### src/rtl/imem_boot_loader.sv
// Boot loader that packs a length-prefixed byte stream into instruction-memory words and holds the core in reset until the load succeeds.
// Define IMEM_LOADER_CHECKSUM_EN to require a trailing XOR-of-payload checksum byte.
module imem_boot_loader #(
  parameter int DLY        = 1,
  parameter int RAM_WIDTH  = 32,
  parameter int ADDR_WIDTH = 10
) (
  input  logic                  wr_clk,
  input  logic                  rst_n,
  input  logic                  start,
  input  logic                  byte_valid,
  input  logic [7:0]            byte_data,
  output logic                  byte_ready,
  output logic                  wr_en,
  output logic [ADDR_WIDTH-1:0] wr_addr,
  output logic [RAM_WIDTH-1:0]  wr_data,
  output logic                  cpu_rst_n,
  output logic                  busy,
  output logic                  done,
  output logic                  err,
  output logic [3:0]            o_dbg_state
);

  // DLY is kept only for instantiation compatibility; registers update without delay.
  localparam int              BPW = RAM_WIDTH / 8 + 0 * DLY;
  localparam int              BCW = (BPW > 1) ? $clog2(BPW) : 1;
  localparam logic [16:0]     CAP = 17'd1 << ADDR_WIDTH;

  typedef enum logic [3:0] {
    S_IDLE    = 4'd0,
    S_LEN_HI  = 4'd1,
    S_LEN_LO  = 4'd2,
    S_LEN_CHK = 4'd3,
    S_DATA    = 4'd4,
    S_WR_PREP = 4'd5,
    S_WR      = 4'd6,
    S_DONE    = 4'd7,
    S_ERR     = 4'd8
`ifdef IMEM_LOADER_CHECKSUM_EN
    , S_CSUM  = 4'd9
`endif
  } state_t;

`ifdef IMEM_LOADER_CHECKSUM_EN
  localparam state_t S_TAIL = S_CSUM;
`else
  localparam state_t S_TAIL = S_DONE;
`endif

  // Handshake: byte_data is consumed on a wr_clk edge where byte_valid && byte_ready.
  // byte_ready is registered from the FSM state, so a producer may hold byte_valid
  // for any number of cycles and gaps in byte_valid simply stall the loader.

  state_t                 r_state;
  state_t                 w_state_nxt;
  logic                   w_acc;
  logic                   w_last_byte;
  logic                   w_last_word;
  logic [15:0]            r_len;
  logic [BCW-1:0]         r_bcnt;
  logic [RAM_WIDTH-1:0]   r_word;
  logic [RAM_WIDTH-1:0]   w_word_shift;
  logic                   w_byte_ready_nxt;
  logic                   w_wr_en_nxt;
  logic                   w_busy_nxt;
  logic                   w_done_nxt;
  logic                   w_err_nxt;

  assign w_acc       = byte_valid & byte_ready;
  assign w_last_byte = (r_bcnt == BCW'(BPW - 1));
  assign w_last_word = (r_len == 16'd1);
  assign o_dbg_state = r_state;

  if (RAM_WIDTH > 8) begin : g_shift
    assign w_word_shift = {r_word[RAM_WIDTH-9:0], byte_data};
  end else begin : g_byte
    assign w_word_shift = byte_data;
  end

`ifdef IMEM_LOADER_CHECKSUM_EN
  logic [7:0] r_csum;

  always_ff @(posedge wr_clk or negedge rst_n) begin
    if (!rst_n) begin
      r_csum <= 8'd0;
    end else if (start && (r_state inside {S_IDLE, S_DONE, S_ERR})) begin
      r_csum <= 8'd0;
    end else if (r_state == S_DATA && w_acc) begin
      r_csum <= r_csum ^ byte_data;
    end
  end
`endif

  always_ff @(posedge wr_clk or negedge rst_n) begin
    if (!rst_n) begin
      r_state <= S_IDLE;
    end else begin
      r_state <= w_state_nxt;
    end
  end

  always_comb begin
    w_state_nxt = r_state;
    unique case (r_state)
      S_IDLE, S_DONE, S_ERR: begin
        if (start) w_state_nxt = S_LEN_HI;
      end
      S_LEN_HI: begin
        if (w_acc) w_state_nxt = S_LEN_LO;
      end
      S_LEN_LO: begin
        if (w_acc) w_state_nxt = S_LEN_CHK;
      end
      S_LEN_CHK: begin
        // An oversized image is rejected before any memory write happens.
        if (r_len == 16'd0)              w_state_nxt = S_TAIL;
        else if ({1'b0, r_len} > CAP)    w_state_nxt = S_ERR;
        else                             w_state_nxt = S_DATA;
      end
      S_DATA: begin
        if (w_acc && w_last_byte) w_state_nxt = S_WR_PREP;
      end
      S_WR_PREP: begin
        w_state_nxt = S_WR;
      end
      S_WR: begin
        w_state_nxt = w_last_word ? S_TAIL : S_DATA;
      end
`ifdef IMEM_LOADER_CHECKSUM_EN
      S_CSUM: begin
        if (w_acc) w_state_nxt = (byte_data == r_csum) ? S_DONE : S_ERR;
      end
`endif
      default: begin
        w_state_nxt = S_IDLE;
      end
    endcase
  end

  // Output values are decoded from the next state so they line up with it after the edge.
  always_comb begin
    w_byte_ready_nxt = 1'b0;
    w_wr_en_nxt      = 1'b0;
    w_done_nxt       = 1'b0;
    w_err_nxt        = 1'b0;
    w_busy_nxt       = !(w_state_nxt inside {S_IDLE, S_DONE, S_ERR});
    case (w_state_nxt)
      S_LEN_HI, S_LEN_LO, S_DATA: w_byte_ready_nxt = 1'b1;
`ifdef IMEM_LOADER_CHECKSUM_EN
      S_CSUM:                     w_byte_ready_nxt = 1'b1;
`endif
      S_WR:                       w_wr_en_nxt      = 1'b1;
      S_DONE:                     w_done_nxt       = 1'b1;
      S_ERR:                      w_err_nxt        = 1'b1;
      default: ;
    endcase
  end

  always_ff @(posedge wr_clk or negedge rst_n) begin
    if (!rst_n) begin
      byte_ready <= 1'b0;
      wr_en      <= 1'b0;
      busy       <= 1'b0;
      done       <= 1'b0;
      err        <= 1'b0;
      cpu_rst_n  <= 1'b0;
    end else begin
      byte_ready <= w_byte_ready_nxt;
      wr_en      <= w_wr_en_nxt;
      busy       <= w_busy_nxt;
      done       <= w_done_nxt;
      err        <= w_err_nxt;
      cpu_rst_n  <= w_done_nxt;
    end
  end

  always_ff @(posedge wr_clk or negedge rst_n) begin
    if (!rst_n) begin
      r_len   <= 16'd0;
      r_bcnt  <= '0;
      r_word  <= '0;
      wr_addr <= '0;
      wr_data <= '0;
    end else begin
      case (r_state)
        S_IDLE, S_DONE, S_ERR: begin
          if (start) begin
            wr_addr <= '0;
            r_bcnt  <= '0;
          end
        end
        S_LEN_HI: begin
          if (w_acc) r_len[15:8] <= byte_data;
        end
        S_LEN_LO: begin
          if (w_acc) r_len[7:0] <= byte_data;
        end
        S_DATA: begin
          if (w_acc) begin
            r_word <= w_word_shift;
            r_bcnt <= w_last_byte ? '0 : r_bcnt + 1'b1;
          end
        end
        S_WR_PREP: begin
          wr_data <= r_word;
        end
        S_WR: begin
          // r_len doubles as the remaining-word count; the last address is held.
          r_len <= r_len - 16'd1;
          if (!w_last_word) wr_addr <= wr_addr + 1'b1;
        end
        default: ;
      endcase
    end
  end

endmodule
### config.mk
export PLATFORM = sky130hd
export DESIGN_NAME = imem_boot_loader
export DESIGN_NICKNAME = d
export VERILOG_FILES = /design/src/rtl/imem_boot_loader.sv
export SDC_FILE = /design/constraint.sdc
export NUM_CORES = 1
export LEC_CHECK = 0
export BUFFER_PORTS_ARGS = -buffer_cell sky130_fd_sc_hd__buf_2
export CAP_MARGIN = 20
export CORE_MARGIN = 4
export CORE_UTILIZATION = 38
export CTS_CLUSTER_SIZE = 40
export DETAILED_ROUTE_END_ITERATION = 10
export GPL_TIMING_DRIVEN = 0
export SLEW_MARGIN = 0
export SYNTH_ARGS = -nofsm -noshare
export SYNTH_HDL_FRONTEND = slang
export SYNTH_SLANG_ARGS = --single-unit
export TNS_END_PERCENT = 30
### constraint.sdc
create_clock -name wr_clk -period 2.2 [get_ports wr_clk]
set_input_delay 0.11 -clock wr_clk [delete_from_list [all_inputs] [get_ports wr_clk]]
set_output_delay 0.11 -clock wr_clk [all_outputs]
set_load 0.01 [all_outputs]
### Word-level counts from Yosys, hierarchy flattened

Index checks and enable logic that the tools add are counted.

| word-level totals | value |
|---|---|
| flip-flop bits (word level) | 101 |
| bits of input ports | 12 |
| output and inout port bits | 52 |
| logic and storage cells | 77 |

| cells by class | value |
|---|---|
| add/subtract/negate cells | 3 |
| $lt $le $gt $ge | 1 |
| equality and inequality tests | 21 |
| multiplexer cells | 22 |
| bitwise gates (word level) | 1 |
| reduce and logical (&&, ||, !) cells | 17 |

Operator list:

| kind | number |
|---|---|
| case mux 8 bit (2 select lines) | 2 |
| equality test 4 x 3 -> 1 bit (second input constant) | 7 |
| case mux 4 bit (7 select lines) | 1 |
| two-way mux 4 bit | 6 |
| two-way mux 10 bit | 2 |
| case mux 10 bit (2 select lines) | 1 |
| equality test 16 x 1 -> 1 bit (second input constant) | 1 |
| > comparator 16 x 11 -> 1 bit (second input constant) | 1 |
| logical NOT 16 bit | 1 |
| subtractor 16 x 1 -> 16 bit (second input constant) | 1 |
| equality test 4 x 2 -> 1 bit (second input constant) | 3 |
| adder 10 x 1 -> 10 bit (second input constant) | 1 |
| != test 2 bit (second input constant) | 5 |
| equality test 4 x 1 -> 1 bit (second input constant) | 2 |
| equality test 4 bit (second input constant) | 2 |
| logical NOT 4 bit | 2 |
| two-way mux 2 bit | 4 |
| two-way mux 8 bit | 1 |
| nonzero test 2 bit | 4 |
| AND reduction 2 bit | 3 |
| AND reduction 3 bit | 2 |
| OR reduction 3 bit | 2 |
| two-way mux 1 bit | 4 |
| case mux 2 bit (2 select lines) | 1 |
| other kinds (6) | 6 |

### Depth between registers and ports, before layout

Gate-level depths: netlist (run 1).

| logic depth | value |
|---|---|
| depth after elaboration | 7 |
| depth in mapped cells | 7 |
| depth with buffers taken out | 7 |

### Worst setup path before layout (run 1)

No wires, ideal clock.

| timing path | value |
|---|---|
| path kind | reg-to-reg |
| start | register r_len[4] |
| end | register r_len[13] |
| library setup time | 0.119 ns |
| arrival | 1.923 ns |
| data required time | 2.081 ns |
| setup slack | 0.158 ns |
| cell stages (with the launch flop) | 7 |
| buffers on the path | 1 |
| clock period less this slack | 2.042 ns |
| path through | dfrtp_1 buf_6 or4_4 or3_4 or3_1 o22a_1 o21a_1 |

| on the way | value |
|---|---|
| longest elaborated chain between the ends | 2 |

Ends and longest elaborated chain:

| item | RTL line | source |
|---|---|---|
| from (decl) | 59 | `logic [15:0] r_len;` |
| from (signal assigned) | 196 | `if (w_acc) r_len[7:0] <= byte_data;` |
| from (signal assigned) | 209 | `r_len <= r_len - 16'd1;` |
| subtractor 16 x 1 -> 16 bit | 209 |  |
| case mux 8 bit (2 select lines) | 185 | `case (r_state)` |

No other way between the ends.
A chain may end at the register's enable or synchronous reset.

### Worst setup path after layout (run 1)

Ends and elaborated chain as after synthesis.

==> insert_results.sql, run 1 <==
INSERT INTO impl_metrics (metric_group, metric, value, unit) VALUES
('status', 'outcome', 'completed', ''),
('timing', 'setup_repair_after_global_routing_missed_its_margin', 'yes', ''),
('timing', 'finalHoldViolations', '0', ''),
('clock_tree', 'worst_skew_pair.late_latency', '340', 'ps'),
('timing', 'timing.final.crit_period', '2130', 'ps'),
('routing', 'dr.pass1.iters', '4', ''),
('routing', 'wl_per_cell', '15.4', 'um'),
('clock_tree', 'clock-sinks', '101', ''),
('synthesis', 'syn_area_per_cell', '10.2', 'um2'),
('global_route', 'grt_antenna_before_repair', '0', ''),
('die', 'die_height', '117', 'um'),
('worst_setup_path', 'worst-endpoint-required', '2440', 'ps'),
('global_route', 'globalRouteTotalUtil', '0.155', ''),
('synthesis', 'ys_warn_count', '0', ''),
('routing', 'dr_total_vias', '3515', ''),
('synthesis', 'yosysTopAreaCell', 'dfrtp_1', ''),
('synthesis', 'asyncSetResetFlopFracSynth', '1.00', ''),
('synthesis', 'synth_seq_cells', '101', ''),
('synthesis', 'netlist-cell-type-count', '48', ''),
('die', 'row_count', '39', ''),
('finish', 'layout.core_utilization', '0.469', ''),
('finish', 'post_layout_nonfiller_instances', '671', ''),
('routing', 'route.final.wire_length', '10300', 'um'),
('pwr', 'power-per-cell-area', '899', 'mW/mm2'),
('worst_setup_path', 'critPathLaunchType', 'register', ''),
('worst_setup_path', 'crit_path_kind', 'register to register', ''),
('clock_tree', 'clkTransAtPathRegs', '70', 'ps'),
('clock_tree', 'number_of_cts_inserted_buffers', '9', ''),
('timing', 'finalClockSkew', '9.05', 'ps'),
('clock_tree', 'cts_post_setup_buffers_inserted', '0', ''),
('job', 'maxCapViolations', '0', ''),
('synthesis', 'synth_sequential_area_ratio', '0.558', ''),
('finish', 'final.fill_count', '1115', ''),
('synthesis', 'syn-cell-area', '0.00453', 'mm2'),
('clock_tree', 'tritoncts', 'yes', ''),
('place', 'place.port_buffers', '63', ''),
('routing', 'drt_iter0_drc', '242', ''),
('die', 'core-area', '0.0116', 'mm2'),
('global_route', 'global_route_overflow', '0', ''),
('finish', 'sequential_cell_area', '0.00253', 'mm2'),
('min_path', 'hold_path.startpoint', 'byte_data[2]', ''),
('clock_tree', 'htree_num_levels', '3', ''),
('die', 'io_pins', '64', ''),
('min_path', 'timing.hold.worst.class', 'input pin to register', ''),
('finish', 'antenna_diode_count', '0', ''),
('timing', 'worst_hold_slack', '25.3', 'ps'),
('synthesis', 'synth.net_count', '463', ''),
('finish', 'layout-drive-gt1-share', '0.265', ''),
('die', 'start_util', '0.392', ''),
('place', 'dp.cells', '653', ''),
('worst_setup_path', 'worstReg2RegStart', 'r_len[4]', ''),
('die', 'die_area', '0.0137', 'mm2'),
('worst_setup_path', 'endpoint_kind', 'register', ''),
('synthesis', 'ys_dominant_reg_cell', 'dfrtp_1', ''),
('synthesis', 'synthTopCellsByCount', 'nand2_1, dfrtp_1, mux2_2', ''),
('routing', 'postRouteAntennaNets', '0', ''),
('worst_setup_path', 'worst-r2r-cell-count', '6', ''),
('timing', 'layout_worst_path_cycle_share', '0.968', ''),
('synthesis', 'synthCells', '446', ''),
('timing', 'setup_viol', '0', ''),
('clock_tree', 'ctsLongestPathBuffers', '2', ''),
('timing', 'max_transition_viols_final', '0', ''),
('synthesis', 'synth.most_common_cell', 'nand2_1', ''),
('place', 'place.gp.congestion', '0.826', ''),
('routing', 'drc_errors', '0', ''),
('worst_setup_path', 'arr_time_crit_path', '2370', 'ps'),
('pwr', 'max-vdd-ir-drop', '0.540', 'mV'),
('clock_tree', 'cts_root_buf', 'clkbuf_16', ''),
('pwr', 'power.leakage', '0.00280', 'uW'),
('place', 'post-dp-hpwl', '7370', 'um'),
('timing', 'max_slew.worst_pin.slew', '585', 'ps');
## flip-flops by register name, indices dropped and copies added, names as in the netlist
register,flops
r_bcnt,2
busy,1
r_word,32
r_len,16
wr_addr,10
byte_ready,1
o_dbg_state,4
err,1
done,1
wr_en,1
wr_data,32
## report_power, final
part | switching (uW) | internal [uW] | total [uW]
logic | 599 | 411 | 1010
registers | 259 | 2090 | 2350
clock network | 728 | 789 | 1520
total | 1590 | 3290 | 4880
## worst max-delay path, stage by stage, from the launching register on
cell and delay (ps):
dfrtp_1 380, buf_6 130, or4_4 470, or3_4 410, or3_1 350, o22a_1 190
o21a_1 90
## area by class of cell
type                            instances  share of cell area
Sequential cell                       101               0.466
Tap cell                              143              0.0330
Multi-Input combinational cell        311               0.352
Clock buffer                           10              0.0422
Inverter                                9             0.00623
Clock inverter                          6             0.00946
Buffer                                 24              0.0217
Timing Repair Buffer                   67              0.0692
## repair_timing
action / CTS / global route
hold buffers: 3 / 0
hold endpoints to repair: 38 / 0
cloned: 0 / 0
gates resized for setup: 8 / 18
setup endpoints to repair: 64 / 78
## layout by cell type, fill, tap and decap left out, types with 3 or more instances in the layout
master	netlist	layout
a211o_1	3	3
a211oi_1	3	3
a21oi_1	19	19
a311oi_1	4	4
a31oi_1	6	5
buf_2	1	63
clkbuf_1	21	12
clkbuf_16	0	9
clkbuf_2	0	9
dfrtp_1	101	101
dlygate4sd3_1	0	3
ha_1	5	5
inv_1	9	9
inv_6	0	3
mux2_2	33	33
mux2i_1	6	6
nand2_1	119	118
nand2b_1	6	6
nand3_1	14	14
nor2_1	21	19
nor3_1	6	6
nor4_1	6	3
o21a_1	3	3
o21ai_0	12	12
o31ai_1	4	4
or3_1	4	4
or4_1	5	5
xnor2_1	3	3
## cell families (layout without fill, tap and decap cells)
group,Yosys count,in the layout,share of synthesized area
and+or+nand+nor,198,198,0.200
DFF,101,101,0.558
AOI/OAI and AO/OA,66,66,0.0967
muxes,39,39,0.0953
buffers and inverters,34,116,0.0309
adders and majority gates,5,5,0.0138
xor gates and xnor gates,3,3,0.00580
## metrics by stage
stage,setup WS (ps),total power [uW],TNS [ps],instance area (um2)
after floorplan,158,3010,0,4530
after global placement,-295,3310,-19550,5020
after detailed placement,-330,3350,-11710,5050
after CTS,24.3,4890,0,5390
after global routing,-23.9,5140,-26.9,5420
final,70.6,4880,0,5420
## path summary, 6_finish.rpt
kind	end	slack, ps
max reg2reg	r_len[13]	70
max in group asynchronous	wr_data[10]	1240
min	r_word[2]	30
min reg2reg	r_word[26]	470
max	r_len[13]	70
min in group asynchronous	r_word[29]	270
## metal layers
metal | wire (um) | GRT usage | vias up
li1 | - | - | 1712
met1 | 4810 | 0.206 | 1715
met2 | 4960 | 0.256 | 75
met3 | 453 | 0.0380 | 13
met4 | 126 | 0.0398 | 0
met5 | 0 | 0 | -
Note: power is estimated with default switching activity, not from simulation.
==> inputs of run 2 (changes only) <==
RECOVER_POWER = 100   (was unset)
==> run 2 against run 1 <==
Combinational power barely moved. Sequential cell count is the same. Non-clock buffer count unchanged. Maximum frequency decreased by 0.70%. Global-route usage unchanged. Critical path type unchanged. Largest cell class unchanged. Highest routed layer unchanged.
==> insert_results.sql, run 2 (synthesized netlist as in run 1, its figures left out) <==
INSERT INTO impl_metrics (metric_group, metric, value, unit) VALUES
('routing', 'dr_total_vias', '3538', ''),
('global_route', 'first_global_vias', '3441', ''),
('die', 'die-width', '117', 'um'),
('routing', 'drt_iter0_drc', '233', ''),
('finish', 'top_regs', 'r_word (32), wr_data (32), r_len (16)', ''),
('clock_tree', 'clkTransAtPathRegs', '70', 'ps'),
('timing', 'totalNegativeSetupSlack', '0', 'ps'),
('timing', 'setup_repair_after_global_routing_missed_its_margin', 'yes', ''),
('global_route', 'global_route_overflow', '0', ''),
('place', 'dp.cells', '653', ''),
('finish', 'syn_to_final_growth', '18.0', '%'),
('worst_setup_path', 'worstPathMaxFanout', '9', ''),
('global_route', 'grt_max_degree', '66', ''),
('finish', 'multi_input_comb_area', '0.00190', 'mm2'),
('timing', 'layout_worst_path_cycle_share', '0.975', ''),
('pwr', 'max-vdd-ir-drop', '0.540', 'mV'),
('routing', 'drc_errors', '0', ''),
('clock_tree', 'tritoncts', 'yes', ''),
('pwr', 'power-per-cell-area', '908', 'mW/mm2'),
('die', 'row_count', '39', ''),
('place', 'place.port_buffers', '63', ''),
('die', 'die_area', '0.0137', 'mm2'),
('worst_setup_path', 'worst-endpoint-required', '2430', 'ps'),
('worst_setup_path', 'slowest_cell_on_the_critical_path', 'or4_1', ''),
('min_path', 'timing.hold.worst.class', 'input pin to register', ''),
('finish', 'most_used_cells_in_the_layout_excluding_fill_and_tap_cells', 'nand2_1, dfrtp_1, clkbuf_1, mux2_2', ''),
('clock_tree', 'number_of_cts_inserted_buffers', '9', ''),
('clock_tree', 'ctsLongestPathBuffers', '2', ''),
('timing', 'timing.final.crit_period', '2140', 'ps'),
('clock_tree', 'cts_root_buf', 'clkbuf_16', ''),
('finish', 'post_layout_nonfiller_instances', '671', ''),
('timing', 'max_slew.worst_pin.slew', '930', 'ps'),
('finish', 'mostFrequentLayoutCell', 'nand2_1', ''),
('clock_tree', 'worst_skew_pair.late_latency', '340', 'ps'),
('routing', 'route.final.wire_length', '10400', 'um'),
('place', 'place.gp.congestion', '0.826', ''),
('job', 'maxCapViolations', '0', ''),
('routing', 'postRouteAntennaNets', '0', ''),
('clock_tree', 'clock-sinks', '101', ''),
('worst_setup_path', 'cp_slowest_stage_delay', '480', 'ps'),
('timing', 'maxClockFrequency', '466', 'MHz'),
('die', 'core-area', '0.0116', 'mm2'),
('die', 'start_util', '0.392', ''),
('worst_setup_path', 'critical_path.cell_chain', 'buf_6 > or4_1 > or3_4 > or3_1 > o22a_1 > o21a_1', ''),
('status', 'outcome', 'completed', ''),
('timing', 'finalClockSkew', '9.36', 'ps'),
('finish', 'layout-drive-gt1-share', '0.165', ''),
('finish', 'final_net_count', '540', ''),
('worst_setup_path', 'critical_path.n_buffers_inverters', '1', ''),
('worst_setup_path', 'critPathLaunchType', 'register', ''),
('place', 'post-dp-hpwl', '7370', 'um'),
('timing', 'setup_viol', '0', ''),
('die', 'die_height', '117', 'um'),
('global_route', 'grt_antenna_before_repair', '0', ''),
('timing', 'max_transition_viols_final', '0', ''),
('worst_setup_path', 'critPathTopFamily', 'simple AND/OR/NAND/NOR gates', ''),
('finish', 'final.fill_count', '1141', ''),
('routing', 'wl_per_cell', '15.5', 'um'),
('routing', 'post_drt_via_cell_ratio', '5.27', ''),
('worst_setup_path', 'arr_time_crit_path', '2380', 'ps'),
('finish', 'antenna_diode_count', '0', ''),
('timing', 'finalHoldViolations', '0', ''),
('routing', 'dr.pass1.iters', '4', ''),
('pwr', 'power.leakage', '0.00258', 'uW'),
('clock_tree', 'cts_post_setup_buffers_inserted', '0', ''),
('die', 'io_pins', '64', ''),
('worst_setup_path', 'endpoint_kind', 'register', ''),
('clock_tree', 'htree_num_levels', '3', ''),
('timing', 'slew-limit-headroom', '0.380', ''),
('worst_setup_path', 'crit_path_kind', 'register to register', ''),
('global_route', 'grt_first_pass_wirelength', '16700', 'um'),
('finish', 'sequential_cell_area', '0.00253', 'mm2'),
('global_route', 'globalRouteTotalUtil', '0.155', '');
==> run 2: cell types whose count changed in the layout (fill, tap and decap cells not counted) <==
| cell | change |
|---|---|
| a31oi_2 | -1 |
| buf_2 | -51 |
| or4_4 | -1 |
| a31oi_1 | +1 |
| clkbuf_2 | +1 |
| or4_1 | +1 |
| clkbuf_1 | +51 |
| buf_4 | -1 |
==> run 2: worst reg2reg max path: cells and delay by family (launching register included) <==
kind / cells / cell delay [ps]
AOI/OAI and AO/OA: 2 / 280
buffers and inverters: 1 / 130
DFF: 1 / 380
and+or+nand+nor: 3 / 1240
==> run 2: per-stage QoR <==
step	cell area [um2]	util	total power, uW	hold WS (ps)	setup slack [ps]
floorplan	4530	-	3010	-186	158
global placement	5020	0.434	3310	342	-295
detailed placement	5050	0.437	3350	105	-330
CTS	5390	0.466	4890	12.1	24.3
global route	5350	0.462	5120	24.1	-23.9
finish	5350	0.462	4860	26.9	55.6
==> run 2: timing repair <==
action	4_1_cts	5_1_grt
setup endpoints to repair	64	78
resized for setup	8	18
hold buffers	3	0
endpoints found under the hold margin	38	0
==> run 2: final timing paths <==
check | slack [ps] | to | from | cells after the start
hold / removal | 30 | r_word[3] | byte_data[3] | 3
hold reg to reg | 470 | r_word[26] | r_word[26] | 2
setup reg to reg | 60 | r_len[13] | r_len[4] | 6
min in group asynchronous | 440 | r_word[29] | rst_n | 2
setup / recovery | 60 | r_len[13] | r_len[4] | 6
max in group asynchronous | 930 | wr_data[10] | rst_n | 3
==> run 2: final cells by class <==
type | count | area share
Timing Repair Buffer | 67 | 0.0578
Clock buffer | 10 | 0.0428
Multi-Input combinational cell | 311 | 0.355
Buffer | 24 | 0.0220
Inverter | 9 | 0.00632
Clock inverter | 6 | 0.00960
Tap cell | 143 | 0.0335
Sequential cell | 101 | 0.473
==> run 2: metal layers <==
metal  routed length [um]  track usage  share of wire  vias to the layer above
li1                     -            -              -                     1711
met1                 4780        0.206           0.46                     1744
met2                 5030        0.256           0.49                       70
met3                  432       0.0380          0.042                       13
met4                  127       0.0398          0.012                        0
met5                    0            0              0                        -
==> run 2: power by group <==
part           switching, uW  total, uW  leakage, uW  internal, uW
clock                    729       1520     0.000140           789
sequential               257       2350      0.00136          2090
combinational            598        992      0.00108           394
total                   1580       4860      0.00258          3270
==> inputs of run 3 (changes only) <==
CELL_PAD_IN_SITES_DETAIL_PLACEMENT = 1   (was unset)
CELL_PAD_IN_SITES_GLOBAL_PLACEMENT = 1   (was unset)
CORE_UTILIZATION = 44   (was 38)
PLACE_DENSITY_LB_ADDON = 0.1   (was unset)
==> run 3 against run 2 <==
Global-route usage increased by 5.2 points. Clock skew shrank 5.2 ps. Total power shrank 4.1%. Maximum frequency is 1.0% lower. Cell count fell by 0.89%. Sequential share of layout area rose by 0.20 points. Sequential cell count unchanged. Die area down 13%. Routed wire length up 12%. Critical path type unchanged. Critical endpoint unchanged.
==> insert_results.sql, run 3 (synthesized netlist as in run 1, its figures left out) <==
INSERT INTO impl_metrics (metric_group, metric, value, unit) VALUES
('pwr', 'power.switching', '1590', 'uW'),
('worst_setup_path', 'regToRegEndpoint', 'r_len[13]', ''),
('clock_tree', 'clock-sinks', '101', ''),
('finish', 'final_net_count', '544', ''),
('min_path', 'hold_path.startpoint', 'byte_data[7]', ''),
('status', 'outcome', 'completed', ''),
('pwr', 'seq_power_share', '0.506', ''),
('die', 'start_util', '0.457', ''),
('clock_tree', 'ctsLongestPathBuffers', '2', ''),
('finish', 'layout-drive-gt1-share', '0.175', ''),
('worst_setup_path', 'worst-r2r-cell-count', '6', ''),
('global_route', 'globalRouteTotalUtil', '0.208', ''),
('clock_tree', 'htree_num_levels', '3', ''),
('die', 'die-width', '109', 'um'),
('clock_tree', 'cts_root_buf', 'clkbuf_8', ''),
('finish', 'mostFrequentLayoutCell', 'nand2_1', ''),
('worst_setup_path', 'endpoint', 'r_len[13]', ''),
('pwr', 'cell_internal_pwr', '3060', 'uW'),
('worst_setup_path', 'arr_time_crit_path', '2440', 'ps'),
('pwr', 'combinationalPowerShare', '0.222', ''),
('pwr', 'power-per-cell-area', '875', 'mW/mm2'),
('routing', 'drt_iter0_drc', '142', ''),
('die', 'io_pins', '64', ''),
('timing', 'setup_repair_after_global_routing_missed_its_margin', 'yes', ''),
('routing', 'post_drt_via_cell_ratio', '5.39', ''),
('finish', 'most_used_cells_in_the_layout_excluding_fill_and_tap_cells', 'nand2_1, dfrtp_1, clkbuf_1, mux2_2', ''),
('die', 'die_height', '109', 'um'),
('pwr', 'max-vdd-ir-drop', '0.443', 'mV'),
('pwr', 'design_power_total', '4660', 'uW'),
('routing', 'route.final.wire_length', '11700', 'um'),
('routing', 'dr_total_vias', '3586', ''),
('global_route', 'first_global_vias', '3772', ''),
('clock_tree', 'number_of_cts_inserted_buffers', '9', ''),
('die', 'die_area', '0.0120', 'mm2'),
('worst_setup_path', 'cp-startpoint', 'r_len[4]', ''),
('finish', 'top_regs', 'r_word (32), wr_data (32), r_len (16)', ''),
('timing', 'finalHoldViolations', '0', ''),
('clock_tree', 'worst_skew_pair.late_latency', '380', 'ps'),
('timing', 'setup_viol', '0', ''),
('routing', 'postRouteAntennaNets', '0', ''),
('timing', 'layout_worst_path_cycle_share', '0.985', ''),
('pwr', 'pwr-share-clk', '0.271', ''),
('routing', 'dr.pass1.iters', '4', ''),
('worst_setup_path', 'critPathLaunchType', 'register', ''),
('die', 'core-area', '0.00991', 'mm2'),
('min_path', 'timing.hold.worst.class', 'input pin to register', ''),
('die', 'row_count', '36', ''),
('worst_setup_path', 'rrSetupSlack', '30', 'ps'),
('finish', 'multi_input_comb_area', '0.00192', 'mm2'),
('finish', 'final.fill_count', '1143', ''),
('worst_setup_path', 'worstReg2RegStart', 'r_len[4]', ''),
('finish', 'syn_to_final_growth', '17.5', '%'),
('worst_setup_path', 'worstPathMaxFanout', '9', ''),
('timing', 'max_transition_viols_final', '0', ''),
('finish', 'sequential_cell_area', '0.00253', 'mm2'),
('min_path', 'min_delay_path_depth', '3', ''),
('routing', 'wl_per_cell', '17.5', 'um'),
('global_route', 'global_route_overflow', '0', ''),
('clock_tree', 'cts_post_setup_buffers_inserted', '0', ''),
('job', 'maxCapViolations', '0', ''),
('clock_tree', 'clkTransAtPathRegs', '100', 'ps'),
('pwr', 'netSwitchingFraction', '0.342', ''),
('timing', 'max_slew.worst_pin.slew', '949', 'ps'),
('worst_setup_path', 'endpoint_kind', 'register', ''),
('place', 'place.port_buffers', '63', ''),
('timing', 'slew-limit-headroom', '0.368', ''),
('worst_setup_path', 'crit_path_kind', 'register to register', ''),
('timing', 'timing.final.crit_period', '2170', 'ps'),
('global_route', 'grt_first_pass_wirelength', '19300', 'um'),
('timing', 'maxClockFrequency', '461', 'MHz'),
('worst_setup_path', 'worst-endpoint-required', '2480', 'ps'),
('place', 'post-dp-hpwl', '8260', 'um'),
('finish', 'final_cell_area', '0.00533', 'mm2'),
('place', 'place.gp.congestion', '0.798', ''),
('clock_tree', 'tritoncts', 'yes', ''),
('global_route', 'grt_max_degree', '68', ''),
('timing', 'finalClockSkew', '4.16', 'ps'),
('finish', 'antenna_diode_count', '0', ''),
('pwr', 'power.leakage', '0.00256', 'uW'),
('global_route', 'grt_antenna_before_repair', '0', ''),
('routing', 'drc_errors', '0', ''),
('place', 'detailed_place.area', '0.00504', 'mm2');
==> run 3: routing by layer <==
| metal | vias up | share of wire | global-route usage |
|---|---|---|---|
| met4 | 0 | 0.014 | 0.0588 |
| met5 | - | 0 | 0 |
| met1 | 1806 | 0.44 | 0.263 |
| met3 | 12 | 0.036 | 0.0358 |
| li1 | 1701 | - | - |
| met2 | 67 | 0.51 | 0.364 |
==> run 3: metrics by stage <==
step	instances	util	setup WS [ps]	setup TNS (ps)	hold WS (ps)
2_1_floorplan	446	-	158	0	-186
3_3_place_gp	642	0.506	-299	-20710	359
3_5_place_dp	643	0.509	-346	-16010	103
4_1_cts	665	0.539	-0.117	-0.117	11.6
5_1_grt	665	0.537	-6.56	-10.8	17.7
6_report	665	0.537	33.0	0	15.8
==> run 3: worst min path at each step <==
stage	endpoint	slack, ps
4_1_cts	r_word[7]	10
3_5_place_dp	wr_data[30]	100
6_report	r_word[7]	20
5_1_grt	r_word[7]	20
2_1_floorplan	busy	-190
3_3_place_gp	r_word[5]	360
==> run 3: cell type report <==
cell class	instances	area share
well taps	133	0.0313
multi-input cells	311	0.360
repair buffers	71	0.0660
inverters	9	0.00634
plain buffers	24	0.0221
clock inverters	6	0.0132
flip-flops and latches	101	0.475
clock buffers	10	0.0258
==> run 3: power groups by stage <==
stage | clock network, uW | logic [uW] | registers (uW)
after floorplan | 0 | 680 | 2330
after global routing | 1370 | 1170 | 2400
after global placement | 0 | 970 | 2350
after CTS | 1280 | 1040 | 2340
after detailed placement | 0 | 1020 | 2360
final | 1260 | 1040 | 2360
==> run 3: worst max-delay path: stages, from the launching register on <==
cell	delay (ps)
dfrtp_1	390
buf_6	130
or4_4	490
or3_4	410
or3_4	360
o22a_1	190
o21a_1	100
==> run 3: what timing repair did <==
action / 4_1_cts / 5_1_grt
endpoints found under the setup margin: 67 / 51
resized for setup: 9 / 18
pin swaps: 0 / 1
hold buffers: 7 / 0
endpoints found under the hold margin: 40 / 0
